$ cat config.mk
export PLATFORM = sky130hd
export DESIGN_NAME = mips_control_unit
export DESIGN_NICKNAME = d
export VERILOG_FILES = /design/src/rtl/mips_control_unit.sv
export SDC_FILE = /design/constraint.sdc
export NUM_CORES = 1
export LEC_CHECK = 0
export CAP_MARGIN = 20
export CORE_ASPECT_RATIO = 1.1
export CORE_MARGIN = 5
export CORE_UTILIZATION = 39
export DETAILED_ROUTE_END_ITERATION = 10
export PLACE_DENSITY = 0.79
export SYNTH_ARGS = -nofsm -noshare
export SYNTH_HDL_FRONTEND = slang
export SYNTH_SLANG_ARGS = --single-unit
$ cat constraint.sdc
create_clock -name Clk -period 2 [get_ports Clk]
set_input_delay 0.2 -clock Clk [delete_from_list [all_inputs] [get_ports Clk]]
set_output_delay 0.2 -clock Clk [all_outputs]
set_load 0.1 [all_outputs]
$ cat src/rtl/mips_control_unit.sv
// Multicycle MIPS main-control FSM: Moore decode of every datapath strobe from state and wait counter.
// Define MIPS_CTRL_EXCEPTION_EN to add the EXC/EXC_JMP overflow and illegal-opcode trap path.
module mips_control_unit #(
    parameter int unsigned MEM_WAIT_CYCLES = 1,
    parameter logic [31:0] EXC_VECTOR      = 32'h0000_00FC
) (
    input  logic       Clk,
    input  logic       Reset,
    input  logic [5:0] Opcode,
    input  logic [5:0] Funct,
    input  logic       ALU_zero,
    input  logic       ALU_overflow,
    output logic       PC_load,
    output logic [1:0] PCSource,
    output logic       IorD,
    output logic       wr,
    output logic       IR_load,
    output logic       MDR_load,
    output logic       A_load,
    output logic       B_load,
    output logic       ALUOut_load,
    output logic       ALUSrcA,
    output logic [1:0] ALUSrcB,
    output logic [2:0] ALU_sel,
    output logic       RegDst,
    output logic       MemtoReg,
    output logic       RegWrite,
    output logic       DP_reset,
    output logic       EPC_load,
    output logic [3:0] State
);

    typedef enum logic [3:0] {
        S_RST      = 4'd0,  S_FETCH   = 4'd1,  S_DECODE  = 4'd2,  S_R_EXEC  = 4'd3,
        S_R_WB     = 4'd4,  S_MEM_ADDR = 4'd5, S_MEM_READ = 4'd6, S_LW_WB  = 4'd7,
        S_MEM_WRITE = 4'd8, S_BRANCH  = 4'd9,  S_JUMP    = 4'd10, S_I_EXEC  = 4'd11,
        S_I_WB     = 4'd12, S_ILLEGAL = 4'd13, S_EXC     = 4'd14, S_EXC_JMP = 4'd15
    } state_e;

    localparam logic [2:0] ALU_NONE = 3'b000;
    localparam logic [2:0] ALU_ADD  = 3'b001;
    localparam logic [2:0] ALU_SUB  = 3'b010;
    localparam logic [2:0] ALU_AND  = 3'b011;
    localparam logic [2:0] ALU_XOR  = 3'b110;
    localparam logic [2:0] WAIT_LAST = 3'(MEM_WAIT_CYCLES);

    if (MEM_WAIT_CYCLES > 7 || EXC_VECTOR[1:0] != 2'b00) begin : g_param_check
        $error("mips_control_unit: MEM_WAIT_CYCLES must be 0..7 and EXC_VECTOR word aligned");
    end

    state_e     state_q, state_d;
    logic [2:0] wait_q, wait_d;
    logic       last_cnt;
    logic       funct_ok;
    logic [2:0] r_alu_sel;
    logic       pc_write, pc_write_cond;

    assign last_cnt = (wait_q == WAIT_LAST);

    // NOTE: every always_comb variable gets a default first, so no path can infer a latch.
    always_comb begin
        r_alu_sel = ALU_NONE;
        funct_ok  = 1'b1;
        case (Funct)
            6'b100000: r_alu_sel = ALU_ADD;
            6'b100010: r_alu_sel = ALU_SUB;
            6'b100100: r_alu_sel = ALU_AND;
            6'b100110: r_alu_sel = ALU_XOR;
            default:   funct_ok  = 1'b0;
        endcase
    end

`ifdef MIPS_CTRL_EXCEPTION_EN
    logic r_trap;
    assign r_trap = ALU_overflow && (Funct == 6'b100000 || Funct == 6'b100010);
`else
    logic unused_overflow;
    assign unused_overflow = ALU_overflow;
`endif

    always_comb begin
        state_d = state_q;
        case (state_q)
            S_RST:    state_d = S_FETCH;
            S_FETCH:  if (last_cnt) state_d = S_DECODE;
            S_DECODE: begin
                case (Opcode)
                    6'b000000:            state_d = S_R_EXEC;
                    6'b100011, 6'b101011: state_d = S_MEM_ADDR;
                    6'b000100:            state_d = S_BRANCH;
                    6'b000010:            state_d = S_JUMP;
                    6'b001000:            state_d = S_I_EXEC;
                    default:              state_d = S_ILLEGAL;
                endcase
            end
`ifdef MIPS_CTRL_EXCEPTION_EN
            S_R_EXEC:  state_d = !funct_ok ? S_ILLEGAL : (r_trap ? S_EXC : S_R_WB);
            S_I_EXEC:  state_d = ALU_overflow ? S_EXC : S_I_WB;
            S_ILLEGAL: state_d = S_EXC;
            S_EXC:     state_d = S_EXC_JMP;
            S_EXC_JMP: state_d = S_FETCH;
`else
            S_R_EXEC:  state_d = funct_ok ? S_R_WB : S_ILLEGAL;
            S_I_EXEC:  state_d = S_I_WB;
            S_ILLEGAL: state_d = S_FETCH;
`endif
            S_MEM_ADDR: state_d = (Opcode == 6'b101011) ? S_MEM_WRITE : S_MEM_READ;
            S_MEM_READ: if (last_cnt) state_d = S_LW_WB;
            S_R_WB, S_LW_WB, S_MEM_WRITE, S_BRANCH, S_JUMP, S_I_WB: state_d = S_FETCH;
            default:    state_d = S_RST;
        endcase
    end

    // The wait counter only advances while a memory-read state holds itself.
    assign wait_d = (state_d != state_q) ? 3'd0 : wait_q + 3'd1;

    // NOTE: sequential state uses non-blocking assignments so every flop samples pre-edge values.
    always_ff @(posedge Clk or negedge Reset) begin
        if (!Reset) begin
            state_q <= S_RST;
            wait_q  <= 3'd0;
        end else begin
            state_q <= state_d;
            wait_q  <= wait_d;
        end
    end

    always_comb begin
        pc_write      = 1'b0;
        pc_write_cond = 1'b0;
        PCSource      = 2'b00;
        IorD          = 1'b0;
        wr            = 1'b0;
        IR_load       = 1'b0;
        MDR_load      = 1'b0;
        A_load        = 1'b0;
        B_load        = 1'b0;
        ALUOut_load   = 1'b0;
        ALUSrcA       = 1'b0;
        ALUSrcB       = 2'b00;
        ALU_sel       = ALU_NONE;
        RegDst        = 1'b0;
        MemtoReg      = 1'b0;
        RegWrite      = 1'b0;
        DP_reset      = 1'b0;
        EPC_load      = 1'b0;
        case (state_q)
            S_RST: DP_reset = 1'b1;
            S_FETCH: begin
                ALUSrcB  = 2'b01;
                ALU_sel  = ALU_ADD;
                IR_load  = last_cnt;
                pc_write = last_cnt;
            end
            S_DECODE: begin
                A_load      = 1'b1;
                B_load      = 1'b1;
                ALUSrcB     = 2'b11;
                ALU_sel     = ALU_ADD;
                ALUOut_load = 1'b1;
            end
            S_R_EXEC: begin
                ALUSrcA     = 1'b1;
                ALU_sel     = r_alu_sel;
                ALUOut_load = 1'b1;
            end
            S_R_WB: begin
                RegDst   = 1'b1;
                RegWrite = 1'b1;
            end
            S_MEM_ADDR, S_I_EXEC: begin
                ALUSrcA     = 1'b1;
                ALUSrcB     = 2'b10;
                ALU_sel     = ALU_ADD;
                ALUOut_load = 1'b1;
            end
            S_MEM_READ: begin
                IorD     = 1'b1;
                MDR_load = last_cnt;
            end
            S_LW_WB: begin
                MemtoReg = 1'b1;
                RegWrite = 1'b1;
            end
            S_MEM_WRITE: begin
                IorD = 1'b1;
                wr   = 1'b1;
            end
            S_BRANCH: begin
                ALUSrcA       = 1'b1;
                ALU_sel       = ALU_SUB;
                pc_write_cond = 1'b1;
                PCSource      = 2'b01;
            end
            S_JUMP: begin
                pc_write = 1'b1;
                PCSource = 2'b10;
            end
            S_I_WB: RegWrite = 1'b1;
`ifdef MIPS_CTRL_EXCEPTION_EN
            S_EXC: begin
                ALUSrcB  = 2'b01;
                ALU_sel  = ALU_SUB;
                EPC_load = 1'b1;
            end
            S_EXC_JMP: begin
                pc_write = 1'b1;
                PCSource = 2'b11;
            end
`endif
            default: ;
        endcase
    end

    assign PC_load = pc_write | (pc_write_cond & ALU_zero);
    assign State   = state_q;

endmodule

==> flow_metrics.env <==
export IMPL_outcome="complete, no violations"
export IMPL_drt_wirelength_per_cell_um=19.4
export IMPL_cts_max_level=1
export IMPL_dp_hpwl_um=2540
export IMPL_ant_nets=0
export IMPL_design_die_area_mm2=0.00307
export IMPL_r2r_end="wait_q[2]$_DFF_PN0_"
export IMPL_numPortBuffers=38
export IMPL_r2r_cells=6
export IMPL_synth_area_um2=803
export IMPL_synth_seq_cells=7
export IMPL_grt_max_degree=13
export IMPL_start_util_pct=40.6
export IMPL_grt_overflow=0
export IMPL_drc=0
export IMPL_synth_cell_types=39
export IMPL_synthArstFlopShare_pct=100
export IMPL_fin_area_mm2=0.00184
export IMPL_synth_edf_count=0
export IMPL_antenna_found_initial=0
export IMPL_cts_root_buffer="clkbuf_4"
export IMPL_cp_start_kind="input pin"
export IMPL_fmax_mhz=508
export IMPL_final_cell_mix="24 x buf_4, 21 x buf_12, 10 x clkdlybuf4s50_1"
export IMPL_vias=1151
export IMPL_postSynthCellCount=110
export IMPL_clock_latency_ns=0.26
export IMPL_drive_gt1_share_pct=59.5
export IMPL_startpoint="Opcode[0]"
export IMPL_final_nets=187
export IMPL_dieWidth_um=53.3
export IMPL_period_share_pct=98.5
export IMPL_placed_cell_area_mm2=0.00171
export IMPL_cts_sinks=7
export IMPL_placed_cells=181
export IMPL_crit_chain="clkdlybuf4s50_1 > buf_4 > nor4_1 > a31oi_1 > nor3_1 > nor2_1 > nor4_2"
export IMPL_seq_area_um2=190
export IMPL_setup_violations_final=0
export IMPL_avgSynthCellArea_um2=7.30
export IMPL_cpMaxStageDelayCell="nor4_1"
export IMPL_timing_rr_start="State[0]$_DFF_PN0_"
export IMPL_yosysWarnings=0
export IMPL_finalHoldViolCount=0
export IMPL_multi_input_area_um2=802
export IMPL_drt_pass1_iterations=4
export IMPL_area_growth_pct=129
export IMPL_finalSetupTns_ns=0
export IMPL_grt_usage_pct=25.5
export IMPL_fill_cells=70
export IMPL_drt_total_wl_um=3800
export IMPL_die_h_um=57.6
export IMPL_cts_max_path_buffers=2
export IMPL_cp_endpoint="wait_q[2]$_DFF_PN0_"
export IMPL_ff2ff_setup_slack_ns=0.14
export IMPL_synth_top_area_share_pct=21.8
export IMPL_critPathMaxFanout=4
export IMPL_path_delay_family="simple AND/OR/NAND/NOR gates"
export IMPL_path_buf_inv=2
export IMPL_gp_congestion=0.851
export IMPL_cpPeakStageDelay_ns=0.45
export IMPL_worst_path_stages=7
export IMPL_maxSlewViolCount=0
export IMPL_rows=17
export IMPL_grt_pass1_wl_um=5870
export IMPL_finalCriticalPeriod_ns=1.97
export IMPL_worstHoldPathType="in -> async"
export IMPL_yosys_area_top_type="dfrtp_1"
export IMPL_crit_type="in -> reg"
export IMPL_drt_iter0_markers=51
export IMPL_end_kind="flop"
export IMPL_ys_seq_area_share_pct=21.8
export IMPL_cts_tree="built"
export IMPL_synthFlopType="dfrtp_1"
export IMPL_syn_nets=128
export IMPL_grt_pass1_vias=1201
export IMPL_crit_required_ns=2.16
export IMPL_io_pins=41
export IMPL_diodes=0
export IMPL_final_cells=196
export IMPL_synth_area_leaders="dfrtp_1 22%, nor2_1 6.5%, nor3_1 5.6%"
export IMPL_skew_ns=0.000771
export IMPL_drv_cap=0
export IMPL_cp_arrival_ns=2.13
export IMPL_routed_via_density=5.87
export IMPL_final_common_cell="buf_4"
export IMPL_coreArea_mm2=0.00198
export IMPL_clkSlewWorstSetupHoldPaths_ns=0.06
export IMPL_cts_made_buffers=3
==> metal layers <==
layer / wire length (um) / up-vias / share of wire [%] / GRT usage [%]
li1: - / 526 / - / -
met1: 1360 / 546 / 36 / 28.8
met2: 2070 / 68 / 55 / 45.2
met3: 276 / 11 / 7.3 / 4.96
met4: 87 / 0 / 2.3 / 10.6
met5: 0 / - / 0 / 0
==> flip-flops by register name, indices dropped and copies added, names as in the netlist <==
name and count:
State 4, wait_q 3
==> final cells by class <==
cell class              instances  share of cell area, %
clock buffers                   4                   1.43
inverters                       6                   2.04
multi-input cells              90                   43.6
flip-flops and latches          7                   10.3
well taps                      28                   1.90
repair buffers                 61                   40.7
==> worst min-delay path by stage <==
| stage | startpoint | end | slack, ns | cells after the start |
|---|---|---|---|---|
| floorplan | Reset | wait_q[0]$_DFF_PN0_ | -0.1 | 0 |
| global placement | Reset | State[3]$_DFF_PN0_ | 0.46 | 1 |
| detailed placement | Reset | State[3]$_DFF_PN0_ | 0.48 | 1 |
| CTS | Reset | State[3]$_DFF_PN0_ | 0.21 | 1 |
| global route | Reset | wait_q[0]$_DFF_PN0_ | 0.24 | 1 |
| finish | Reset | State[3]$_DFF_PN0_ | 0.20 | 1 |
==> stage by stage <==
| stage | hold WS, ns | util [%] | setup slack [ns] |
|---|---|---|---|
| after detailed placement | 0.476 | 86.5 | -0.329 |
| after global routing | 0.237 | 93.0 | -0.132 |
| after global placement | 0.463 | 86.5 | -0.209 |
| after CTS | 0.207 | 90.7 | -0.0347 |
| final | 0.199 | 93.0 | 0.0298 |
| after floorplan | -0.0956 | - | -0.112 |
==> cell families (layout without fill, tap and decap cells) <==
logic type	Yosys count	in the layout	synth area share (%)
simple gates	53	53	35.4
fa+ha+maj	2	2	3.11
other cells	1	1	0.467
compound gates	30	30	26.5
xor+xnor	4	4	4.36
buf+inv	13	71	8.41
flops	7	7	21.8
==> worst reg2reg max path: cells and delay by family, from the launching register on <==
kind                      cells  cell delay [ns]
and+or+nand+nor               3             0.70
DFF                           1             0.46
AOI/OAI and AO/OA             1             0.24
xor gates and xnor gates      1             0.16
buffers and inverters         1             0.20
==> timing repair <==
item	4_1_cts	5_1_grt
setup endpoints to repair	7	6
hold buffers	0	0
buffers inserted	7	4
gates resized for setup	20	4
pin swaps	4	5
==> synth_stat cells (2+ instances only) <==
cell and count:
or3_1 5, a21oi_1 8, o21ai_0 7, nor3_1 9, clkbuf_1 3, inv_1 5, o21ai_1 2, o22ai_1 2
nand2b_2 2, a31oi_1 3, nand2_1 8, xor2_1 2, ha_1 2, xnor2_1 2, nand3_1 3, dfrtp_1 7
buf_4 3, nor4_1 3, nor2_1 14
Power is left out: the tool's default activity adds up to more than one toggle a clock period on the data nets, which glitch-free logic cannot reach.
